## src/rtl/instr_cache.sv

```systemverilog
// Direct-mapped instruction cache for the fetch stage: a hit returns data in the same cycle,
// and a miss stalls fetch while the line is refilled over a req/ack handshake and a data burst.
module instr_cache #(
   parameter int unsigned WORD_SIZE      = 32,
   parameter int unsigned NUM_LINES      = 4,
   parameter int unsigned WORDS_PER_LINE = 4
) (
   input  logic                 clk,
   input  logic                 rst,
   input  logic [WORD_SIZE-1:0] PC,
   output logic [WORD_SIZE-1:0] Instr,
   output logic                 IMissStall,
   input  logic                 Invalidate,
   output logic                 MemReq,
   output logic [WORD_SIZE-1:0] MemAddr,
   input  logic                 MemAck,
   input  logic                 MemDataValid,
   input  logic [WORD_SIZE-1:0] MemData
);

   localparam int unsigned OFF     = $clog2(WORDS_PER_LINE);
   localparam int unsigned IDX     = $clog2(NUM_LINES);
   localparam int unsigned TAG_LSB = OFF + IDX + 2;
   localparam int unsigned TAG_W   = WORD_SIZE - TAG_LSB;
   localparam int unsigned DEPTH   = NUM_LINES * WORDS_PER_LINE;

   typedef enum logic [1:0] {S_IDLE, S_REQ, S_FILL} state_e;

   state_e                 state_q, state_d;
   logic                   mem_req_q, mem_req_d;
   logic [WORD_SIZE-1:0]   mem_addr_q, mem_addr_d;
   logic [OFF-1:0]         beat_q, beat_d;
   logic [NUM_LINES-1:0]   valid_q, valid_d;

   // Storage arrays are deliberately left unreset; the valid bits guard them.
   logic [TAG_W-1:0]       tag_q  [NUM_LINES];
   logic [WORD_SIZE-1:0]   data_q [DEPTH];
   logic                   data_we;
   logic                   tag_we;

   logic [OFF-1:0]         pc_off;
   logic [IDX-1:0]         pc_idx;
   logic [TAG_W-1:0]       pc_tag;
   logic [IDX-1:0]         fill_idx;
   logic [TAG_W-1:0]       fill_tag;
   logic                   hit_c;

   // Byte-select bits of the fetch address play no role in a word-addressed cache.
   logic                   unused_pc;
   assign unused_pc = &{1'b0, PC[1:0]};

   assign pc_off   = PC[OFF+1:2];
   assign pc_idx   = PC[OFF+IDX+1:OFF+2];
   assign pc_tag   = PC[WORD_SIZE-1:TAG_LSB];
   assign fill_idx = mem_addr_q[OFF+IDX+1:OFF+2];
   assign fill_tag = mem_addr_q[WORD_SIZE-1:TAG_LSB];

   // Combinational lookup against the current fetch address.
   assign hit_c      = valid_q[pc_idx] && (tag_q[pc_idx] == pc_tag);
   assign Instr      = (rst && hit_c) ? data_q[{pc_idx, pc_off}] : '0;
   assign IMissStall = !rst || (state_q != S_IDLE) || !hit_c;
   assign MemReq     = mem_req_q;
   assign MemAddr    = mem_addr_q;

   // Next-state logic for the refill FSM and the valid bits.
   always_comb begin
      state_d    = state_q;
      mem_req_d  = mem_req_q;
      mem_addr_d = mem_addr_q;
      beat_d     = beat_q;
      valid_d    = valid_q;
      data_we    = 1'b0;
      tag_we     = 1'b0;

      unique case (state_q)
         S_IDLE: begin
            if (!hit_c) begin
               state_d    = S_REQ;
               mem_req_d  = 1'b1;
               mem_addr_d = {pc_tag, pc_idx, {(OFF + 2){1'b0}}};
               beat_d     = '0;
            end
         end
         S_REQ: begin
            if (MemAck) begin
               state_d   = S_FILL;
               mem_req_d = 1'b0;
            end
         end
         S_FILL: begin
            if (MemDataValid) begin
               data_we = 1'b1;
               beat_d  = beat_q + OFF'(1);
               if (beat_q == OFF'(WORDS_PER_LINE - 1)) begin
                  tag_we            = 1'b1;
                  valid_d[fill_idx] = 1'b1;
                  state_d           = S_IDLE;
               end
            end
         end
         default: begin
            state_d   = S_IDLE;
            mem_req_d = 1'b0;
         end
      endcase

      // Invalidate overrides a line completing on the same edge.
      if (Invalidate) begin
         valid_d = '0;
      end
   end

   // Control state registers with synchronous active-low reset.
   always_ff @(posedge clk) begin
      if (!rst) begin
         state_q    <= S_IDLE;
         mem_req_q  <= 1'b0;
         mem_addr_q <= '0;
         beat_q     <= '0;
         valid_q    <= '0;
      end else begin
         state_q    <= state_d;
         mem_req_q  <= mem_req_d;
         mem_addr_q <= mem_addr_d;
         beat_q     <= beat_d;
         valid_q    <= valid_d;
      end
   end

   // Tag and data array writes during a line fill; blocked while in reset.
   always_ff @(posedge clk) begin
      if (rst && data_we) begin
         data_q[{fill_idx, beat_q}] <= MemData;
      end
      if (rst && tag_we) begin
         tag_q[fill_idx] <= fill_tag;
      end
   end

endmodule

```

## config.mk

```make
export PLATFORM = sky130hd
export DESIGN_NAME = instr_cache
export DESIGN_NICKNAME = d
export VERILOG_FILES = /design/src/rtl/instr_cache.sv
export SDC_FILE = /design/constraint.sdc
export NUM_CORES = 1
export LEC_CHECK = 0
export CAP_MARGIN = 20
export CELL_PAD_IN_SITES_DETAIL_PLACEMENT = 1
export CELL_PAD_IN_SITES_GLOBAL_PLACEMENT = 1
export CORE_MARGIN = 2
export CORE_UTILIZATION = 40
export CTS_CLUSTER_DIAMETER = 150
export DETAILED_ROUTE_END_ITERATION = 12
export PLACE_DENSITY_LB_ADDON = 0.1
export SLEW_MARGIN = 40
export SYNTH_ARGS = -nofsm -noshare
export SYNTH_HDL_FRONTEND = slang
export SYNTH_SLANG_ARGS = --single-unit
```

## constraint.sdc

```tcl
create_clock -name clk -period 5.55 [get_ports clk]
set_clock_uncertainty 0.05 [all_clocks]
set_input_delay 1.3875 -clock clk [delete_from_list [all_inputs] [get_ports clk]]
set_output_delay 1.3875 -clock clk [all_outputs]
set_load 0.01 [all_outputs]
```

==> results by group <==
Setup path
  • Slowest stage cell, crit path: or4_4
  • Cell family with most CP delay: simple AND/OR/NAND/NOR gates
  • Crit-path cells: buf_12 > mux2i_4 > nor3_2 > or4_4 > or4_4 > nor4b_4 > nand4_1 > buf_4 > clkbuf_16 > nor2b_1 > buf_2
  • Most frequent CP cell: or4_4
  • Worst Setup End Kind: output pin
  • Slowest stage delay, CP: about 0.58 ns
  • Max FO, Critical Path: 7
  • Critical path arrival: just over 4 ns
  • Buffer and inverter count on the worst path: 4
  • Crit Path Class: input port to output pin
  • Startpoint Class: input port
  • Critical Path RT: 4.11 ns

Die
  • Die width: roughly 260 um
  • Die area: 65200 um^2
  • Chip height: around 260 um
  • Core ar.: 62700 um^2
  • I/O Pins: 135
  • Row count: 92
  • Initial Utilization: approximately two fifths

GRT
  • Global Route Usage Sum: between 10% and 20%
  • First-pass GRT wire length: 89.8 mm
  • Vias in the first global route: approximately 13000
  • Largest net degree at the start of global routing: about 70
  • GR Overflow Total: 0
  • Initial antenna violation count: 1

Power and ir drop
  • Clk pwr share: 42.9%
  • Internal power: 0.00834 W
  • Sw Ratio: 20.8%
  • Leakage power: approximately 10 nW
  • Logic pwr share: between 5 and 6%
  • Power Dens Cells: between 300 and 400 nW/um^2
  • Sequential Power Share: between 50% and 60%
  • Power consumption: 0.0105 W
  • VDD IR max: between 0.15 and 0.2 mV
  • Switch Pwr: 0.00218 W

Route
  • Drt pass-1 iters: 4
  • DRC Markers: 0
  • Antenna viol nets, final: 0
  • Vias: approximately 12000
  • Vias per cell: 5.34
  • Drt wl/cell: between 20 and 30 um
  • Starting DRC count in detailed routing: about 830
  • Total Wirelength: between 60 and 70 mm

Yosys
  • Async set-reset flop share out of synthesis: 0%
  • Dominant synthesized flop cell: edfxtp_1
  • Post-synthesis register bit count: around 650
  • Ys Warns: 0
  • Cell area after synthesis: 25300 um^2
  • Syn Area/Cell: 21.4 um^2
  • Seq/Total Area, Yosys: about three quarters
  • Synth Instances: around 1200
  • Unique masters post-synth: 46
  • EDFF count, synth: slightly above 600

Timing
  • Max Slew Vio Count: 0
  • Setup repair after global routing missed its margin: yes
  • Fmax: 182 MHz
  • Hold slack: ~0.44 ns
  • Tmin final: roughly 5.5 ns
  • # setup viols final: 0
  • Tcrit/Tclk final: between 90% and 100%
  • Final hold viol count: 0
  • Worst Tran Pin Value: just under 0.8 ns
  • Relative slew slack: between 40% and 50%

Final layout
  • Nets: 1480
  • Register area: 19200 um^2
  • Final Cell Area: 30500 um^2
  • Layout area overhead: 20.8%
  • Area of the multi-input gates: 5960 um^2
  • Layout fillers: 5656
  • Share of layout cells above drive strength 1: 30.0%

CTS
  • Clk_lat worst skew: ~0.6 ns
  • Worst-path clk slew: 0.05 ns
  • TritonCTS buffer count: approximately 70
  • Clock Path Buffers: 3
  • CTS tree: done
  • Root buf cell: clkbuf_16
  • Clock sinks: 653
  • H-tree Lvls: 3
  • Cts hold-fix bufs: 0

Place
  • Port buffer count: 128
  • Routability cong.: 0.771
  • DP HPWL: ~35 mm
  • Placed inst area: ~28000 um^2

Status
  • Status: finished clean

Hold path
  • Min-delay worst type: register to register

Flow run
  • MaxCap Viol Count: 0
==> tightest hold or removal path, stage by stage (launching register included) <==
cell and delay (ns):
dfxtp_1 0.33, a31oi_1 0.05, nor2_1 0.08
==> cells by family after synthesis <==
logic type / Yosys count / synth area share (%)
adders and majority gates: 4 / 0.198
buffers and inverters: 71 / 1.21
DFF: 653 / 76.2
AOI/OAI and AO/OA: 37 / 1.03
and+or+nand+nor: 169 / 3.22
xor gates and xnor gates: 18 / 0.624
other: 1 / 0.0148
muxes: 226 / 17.5
==> path summary, 6_finish.rpt <==
check / start / to / slack [ns] / cells after the start
worst min-delay path: valid_q[2] / valid_q[2] / 0.44 / 2
worst max register to register: tag_q[2][9] / beat_q[1] / 2.50 / 10
worst min register to register: valid_q[2] / valid_q[2] / 0.44 / 2
worst max-delay path: PC[5] / Instr[24] / 0.07 / 11
==> metal layers <==
metal | routed length (um) | track usage (%)
met2 | 30300 | 31.4
met3 | 2470 | 3.01
met5 | 13 | 0
met1 | 27300 | 26.9
met4 | 1090 | 5.38
==> synth_stat cells, types with 2 or more instances <==
cell | instances | area (um^2)
edfxtp_1 | 616 | 18500
mux4_2 | 173 | 3900
nand2_1 | 71 | 267
mux2i_1 | 53 | 531
clkbuf_1 | 44 | 165
dfxtp_1 | 37 | 741
nor2b_1 | 32 | 200
nor2_1 | 21 | 78.8
xnor2_1 | 15 | 131
nand3_1 | 14 | 70.1
nor3_1 | 12 | 60.1
buf_2 | 11 | 55.1
o21ai_0 | 9 | 45.0
inv_1 | 6 | 22.5
a31oi_1 | 5 | 31.3
buf_4 | 5 | 37.5
a22oi_1 | 4 | 30.0
buf_1 | 4 | 15.0
ha_1 | 4 | 50.1
nand4_1 | 3 | 18.8
nor3b_1 | 3 | 22.5
xor2_1 | 3 | 26.3
a211oi_1 | 2 | 15.0
a21oi_1 | 2 | 10.0
and2_1 | 2 | 12.5
nand2b_1 | 2 | 12.5
nand3b_1 | 2 | 15.0
o211ai_1 | 2 | 15.0
o221ai_1 | 2 | 17.5
o22ai_1 | 2 | 12.5
or3_1 | 2 | 12.5
or4_1 | 2 | 15.0
==> state kept, by name, summed over array words and instances (netlist names) <==
name and flops:
valid_q 4, beat_q 2, data_q 512, tag_q 104
state_q 2, MemAddr 28, MemReq 1
==> power by group through the flow <==
| stage | clock (W) | sequential [W] | combinational (W) |
|---|---|---|---|
| finish | 0.00451 | 0.00546 | 0.000556 |
| global route | 0.00479 | 0.00546 | 0.000599 |
| CTS | 0.00462 | 0.00546 | 0.000562 |
| detailed placement | 0 | 0.00556 | 0.000559 |
| global placement | 0 | 0.00556 | 0.000551 |
| floorplan | 0 | 0.00555 | 0.000288 |
==> layout by cell type (no fill, tap or decap), drive strengths merged, types with 3 or more instances in the layout <==
cell type and instances:
dfxtp 37, nor2 21, a31oi 5, ha 4, nand2 71, bufinv 3
nor2b 32, clkdlybuf4s50 86, inv 8, clkbuf 108, nor3b 3, nand3 14
xnor2 15, xor2 3, mux2i 53, buf 113, and2 3, o21ai 9
edfxtp 616, mux4 173, nor3 12, dlygate4sd2 3, a22oi 4, clkinv 26
conb 4, nand4 3
==> repair_timing <==
| item | 4_1_cts | 5_1_grt |
|---|---|---|
| resized for setup | 105 | 51 |
| hold endpoints to repair | 0 | 0 |
| buffers inserted | 5 | 1 |
| setup endpoints to repair | 33 | 33 |
| pin swaps | 4 | 4 |
| cloned | 0 | 1 |
==> stage by stage <==
stage | instances | TNS (ns) | worst slack (ns) | utilization (%)
2_1_floorplan | 1182 | 0 | 0.313 | -
3_3_place_gp | 2176 | -20.41 | -0.672 | 45.1
3_5_place_dp | 2176 | -20.11 | -0.662 | 45.1
4_1_cts | 2306 | 0 | 0.00959 | 48.6
5_1_grt | 2305 | -0.444 | -0.0356 | 48.6
6_report | 2306 | 0 | 0.0673 | 48.6
==> layout make-up <==
class / instances / area share, %
clock inverter: 31 / 0.767
timing repair buffer: 217 / 6.61
multi-input combinational: 458 / 19.5
antenna: 1 / 0.00820
tap: 846 / 3.47
sequential: 653 / 63.1
inverter: 6 / 0.0738
clock buffer: 94 / 6.48
No activity file was read; power rests on OpenSTA's default activity.
